**src/rtl/apb_mul_regs.sv**
```systemverilog
`default_nettype none
// ---------------------------------------------------------------------------
// apb_mul_regs : APB3 register front-end launching and collecting serial_multiplier results. Rev 1.0
// ---------------------------------------------------------------------------
module apb_mul_regs #(
  parameter int OP_X_WIDTH = 16,
  parameter int OP_Y_WIDTH = 16,
  parameter int ADDR_WIDTH = 8
) (
  input  logic                             clk,
  input  logic                             rst_n,
  input  logic                             psel,
  input  logic                             penable,
  input  logic                             pwrite,
  input  logic [ADDR_WIDTH-1:0]            paddr,
  input  logic [31:0]                      pwdata,
  output logic [31:0]                      prdata,
  output logic                             pready,
  output logic                             pslverr,
  output logic                             mul_start,
  output logic [OP_X_WIDTH-1:0]            mul_x,
  output logic [OP_Y_WIDTH-1:0]            mul_y,
  input  logic                             mul_valid,
  input  logic [OP_X_WIDTH+OP_Y_WIDTH-1:0] mul_res,
  output logic                             irq
);

  localparam int RES_WIDTH = OP_X_WIDTH + OP_Y_WIDTH;

  localparam logic [1:0] ST_IDLE   = 2'd0;
  localparam logic [1:0] ST_LAUNCH = 2'd1;
  localparam logic [1:0] ST_WAIT   = 2'd2;

  localparam logic [2:0] IDX_OPX    = 3'd0;
  localparam logic [2:0] IDX_OPY    = 3'd1;
  localparam logic [2:0] IDX_CTRL   = 3'd2;
  localparam logic [2:0] IDX_STATUS = 3'd3;
  localparam logic [2:0] IDX_RES_LO = 3'd4;
  localparam logic [2:0] IDX_RES_HI = 3'd5;

  logic [1:0]            state;
  logic [OP_X_WIDTH-1:0] opx;
  logic [OP_Y_WIDTH-1:0] opy;
  logic                  ie;
  logic                  done;
  logic [RES_WIDTH-1:0]  result;

  logic [2:0]  idx;
  logic        access;
  logic        busy;
  logic        unmapped;
  logic        err;
  logic        wr_ok;
  logic        start_req;
  logic        clr_req;
  logic        capture;
  logic [63:0] res_ext;
  logic [31:0] opx_ext;
  logic [31:0] opy_ext;
  logic [31:0] rd_mux;

  assign idx      = paddr[4:2];
  assign access   = psel & penable;
  assign busy     = (state != ST_IDLE);
  assign unmapped = (idx > IDX_RES_HI);

  // Operand and control registers are locked while the multiplier is running.
  assign err       = access & (unmapped | (pwrite & busy & (idx <= IDX_CTRL)));
  assign wr_ok     = access & pwrite & ~err;
  assign start_req = wr_ok & (idx == IDX_CTRL) & pwdata[0];
  assign clr_req   = wr_ok & (idx == IDX_STATUS) & pwdata[1];
  assign capture   = (state == ST_WAIT) & mul_valid;

  assign pready    = 1'b1;
  assign pslverr   = err;
  assign mul_start = (state == ST_LAUNCH);
  assign mul_x     = opx;
  assign mul_y     = opy;
  assign irq       = done & ie;

  always_ff @(posedge clk) begin
    if (!rst_n) begin
      opx <= '0;
      opy <= '0;
      ie  <= 1'b0;
    end else begin
      if (wr_ok && idx == IDX_OPX) opx <= pwdata[OP_X_WIDTH-1:0];
      if (wr_ok && idx == IDX_OPY) opy <= pwdata[OP_Y_WIDTH-1:0];
      if (wr_ok && idx == IDX_CTRL) ie <= pwdata[1];
    end
  end

  always_ff @(posedge clk) begin
    if (!rst_n) begin
      state <= ST_IDLE;
    end else begin
      case (state)
        ST_IDLE:   if (start_req) state <= ST_LAUNCH;
        ST_LAUNCH: state <= ST_WAIT;
        ST_WAIT:   if (mul_valid) state <= ST_IDLE;
        default:   state <= ST_IDLE;
      endcase
    end
  end

  // A completing multiplication wins over a same-edge DONE clear.
  always_ff @(posedge clk) begin
    if (!rst_n) begin
      done   <= 1'b0;
      result <= '0;
    end else begin
      if (capture) result <= mul_res;
      if (capture) begin
        done <= 1'b1;
      end else if (start_req || clr_req) begin
        done <= 1'b0;
      end
    end
  end

  always_comb begin
    res_ext = '0;
    res_ext[RES_WIDTH-1:0] = result;
    opx_ext = '0;
    opx_ext[OP_X_WIDTH-1:0] = opx;
    opy_ext = '0;
    opy_ext[OP_Y_WIDTH-1:0] = opy;
  end

  always_comb begin
    rd_mux = '0;
    case (idx)
      IDX_OPX:    rd_mux = opx_ext;
      IDX_OPY:    rd_mux = opy_ext;
      IDX_CTRL:   rd_mux = {30'd0, ie, 1'b0};
      IDX_STATUS: rd_mux = {30'd0, done, busy};
      IDX_RES_LO: rd_mux = res_ext[31:0];
      IDX_RES_HI: rd_mux = res_ext[63:32];
      default:    rd_mux = '0;
    endcase
  end

  assign prdata = (access & ~pwrite) ? rd_mux : 32'd0;

endmodule
`default_nettype wire
```
**config.mk**
```make
export PLATFORM = sky130hd
export DESIGN_NAME = apb_mul_regs
export DESIGN_NICKNAME = d
export VERILOG_FILES = /design/src/rtl/apb_mul_regs.sv
export SDC_FILE = /design/constraint.sdc
export NUM_CORES = 1
export LEC_CHECK = 0
export BUFFER_PORTS_ARGS = -buffer_cell sky130_fd_sc_hd__buf_2
export CAP_MARGIN = 0
export CORE_UTILIZATION = 30
export DETAILED_ROUTE_END_ITERATION = 7
export SKIP_LAST_GASP = 1
export SLEW_MARGIN = 20
export SYNTH_ARGS = -nofsm -noshare
export SYNTH_HDL_FRONTEND = slang
export SYNTH_SLANG_ARGS = --single-unit
```
**constraint.sdc**
```tcl
create_clock -name clk -period 4.2 [get_ports clk]
set_clock_uncertainty 0.05 [all_clocks]
set_input_delay 0.84 -clock clk [delete_from_list [all_inputs] [get_ports clk]]
set_output_delay 0.84 -clock clk [all_outputs]
set_load 0.01 [all_outputs]
```
==> results.toml <==
[layout]
instances_no_fill = 624
antenna_cells = 0
final_util_pct = 39.46
fin_nets = 561
finish.instance_area_mm2 = 0.004110
drive_gt1_share_pct = 30.94
synthToLayoutAreaGrowth_pct = 26.59

[drt]
dr.pass1.iters = 5
avgRoutedWirePerCell_um = 13.28
first_iter_violations = 111
ant_nets = 0
vias_per_cell = 4.538
wl_mm = 8.289
vias = 2832
drc = 0

[global_routing]
grtUsageTotal_pct = 15.15
grt_pass1_vias = 2596
grt_max_degree = 68
grt_use_met3_pct = 3.679
use_met1_pct = 19.98
grt_first_pass_wirelength_mm = 13.30
busiest_layer = "met2"
grt-ovfl-total = 0
grtUsageMet2_pct = 24.18
antenna_found_initial = 0

[floorplan]
io_pins = 146
die_y_um = 106.0
die_width_um = 106.0
die-area_mm2 = 0.01124
fp-row-count = 37
initial_core_util_pct = 31.17
coreArea_mm2 = 0.01042

[worst_setup_path]
critPathArrivalTime_ps = 2330
path_common_cell = "buf_2"
crit_chain = "buf_2 > and2b_1 > nor4b_4 > and2_1 > buf_2"
worst_setup_path_end_kind = "primary output"
rr_endpoint = "mul_y[5]"
critical_path.max_stage_delay_ps = 580
ff2ff_path_depth = 3
path_class = "primary input to primary output"
critPathMaxFanout = 24
r2r-start = "state[1]"
start_kind = "primary input"
slowest_stage = "nor4b_4"
ff2ff_setup_slack_ps = 2480
worstPathRequired_ps = 3310

[sta]
tightest_slew_ps = 771.5
holdWs_ps = 411.6
drv_slew = 0
max_freq_mhz = 310.3
finalSetupViolations = 0
finalWorstSetupSlack_ps = 977.3
finalHoldViolations = 0
min_period_ps = 3223
slew_headroom_pct = 48.38
finalCritPeriodShare_pct = 76.73
rsz0062_at_grt = "false"
fin_tns_setup_ps = 0

[clock_network]
ctsHoldBuffers = 0
clockBufferDepth = 2
cts_tree = "built"
cts_setup_buffers = 0
insertion_delay_ps = 340
h-tree-depth = 3
cts_buffers = 9
post_cts_resize_count = 0
clock_sinks = 68
cts_root_buf = "clkbuf_8"
path_clk_slew_ps = 80

[logic_synthesis]
yosysMostFrequentCell = "nand2_1"
syn_inst = 375
syn_nets = 453
yosysTopAreaCellShare_pct = 41.93
ys.flop_type = "dfxtp_1"
ys_top_cells_by_area = "dfxtp_1 42%, mux2i_1 15%, nand2_1 14%"
yosysSeqAreaShare_pct = 41.93
synth-edff-count = 0
ys_warn_count = 0
async_flop_share_pct = 0
synth_largest_area_cell = "dfxtp_1"
synth_commonest_cells = "117 x nand2_1, 68 x dfxtp_1, 50 x mux2i_1"
syn_area_mm2 = 0.003247
syn_avg_cell_area_um2 = 8.658
synth_seq_cells = 68
synth.distinct_cells = 37

[run_status]
status = "completed"

[power_and_ir_drop]
pwr_density_cell_mw_per_mm2 = 313.4
p_leak_nw = 2.012
ir_worst_vdd_mv = 0.1824
power_mw = 1.288

[placed_design]
post-place-ws_ps = 937.2
gp_congestion = 0.8206
placed_area_mm2 = 0.003908
dp_cells = 608
portBuffers = 123
dp_hpwl_mm = 5.917

[worst_hold_path]
hp-class = "register to register"
worstHoldStart = "result[22]"
hold_path_end = "result[22]"
whs_path_depth = 2

[flow_run]
maxCapViolations = 0
## sequential cells by signal (all words and copies together) (netlist names)
signal  count
done        1
mul_x      16
mul_y      16
state       2
ie          1
result     32
## cells by family after synthesis
logic type,synth area share (%)
buffers and inverters,4.932
other,0.1155
AND/OR/NAND/NOR,23.62
AO/OA/AOI/OAI,13.64
flip-flops,41.93
multiplexers,15.76
## power by group
group	total, mW	internal, mW	switching, mW
Clock	0.547	0.277	0.270
Combinational	0.0919	0.0433	0.0487
Sequential	0.649	0.647	0.00192
## cell usage in the layout, fill, tap and decap left out
cell type,count
buf_2,122
nand2_1,117
dfxtp_1,68
mux2i_1,50
a21boi_0,32
nor2_1,19
and2_1,17
a2bb2oi_1,14
clkbuf_8,9
buf_4,5
o21a_1,3
nor3_1,2
clkinv_4,2
clkinvlp_4,2
nor2b_1,1
and2b_1,1
nor4b_4,1
a2111o_1,1
inv_1,1
o221ai_1,1
and3_1,1
nor2_4,1
a2111oi_0,1
a21bo_2,1
o31a_1,1
and3b_2,1
nand3b_1,1
and4b_4,1
nand3_4,1
nand4b_2,1
nand4_1,1
nor3b_1,1
mux2_2,1
and4_1,1
o21ai_0,1
a21oi_1,1
conb_1,1
bufinv_16,1
clkinv_2,1
inv_6,1
## how the worst max path moves through the flow
stage | from | end
floorplan | paddr[2] | prdata[21]
global placement | paddr[4] | prdata[24]
detailed placement | paddr[4] | prdata[16]
CTS | paddr[4] | prdata[16]
global route | paddr[4] | prdata[19]
finish | paddr[4] | prdata[24]
## layer usage
layer  vias up  wire (um)
met5         -          0
met4         0         95
met3         8        409
met2        80       3830
met1      1281       3954
li1       1463          -
## critical path, delay by kind of cell
family        cells  cell delay (ps)
simple gates      3             1010
buf+inv           2              470
## area by class of cell
type,instances,area (um2)
inverter,1,3.754
tap,136,170.2
fill,1116,6306
sequential,68,1361
clock inverter,7,76.32
clock buffer,9,123.9
multi-input combinational,276,1727
timing repair buffer,127,648.1
Note: power is estimated with default switching activity, not from simulation.
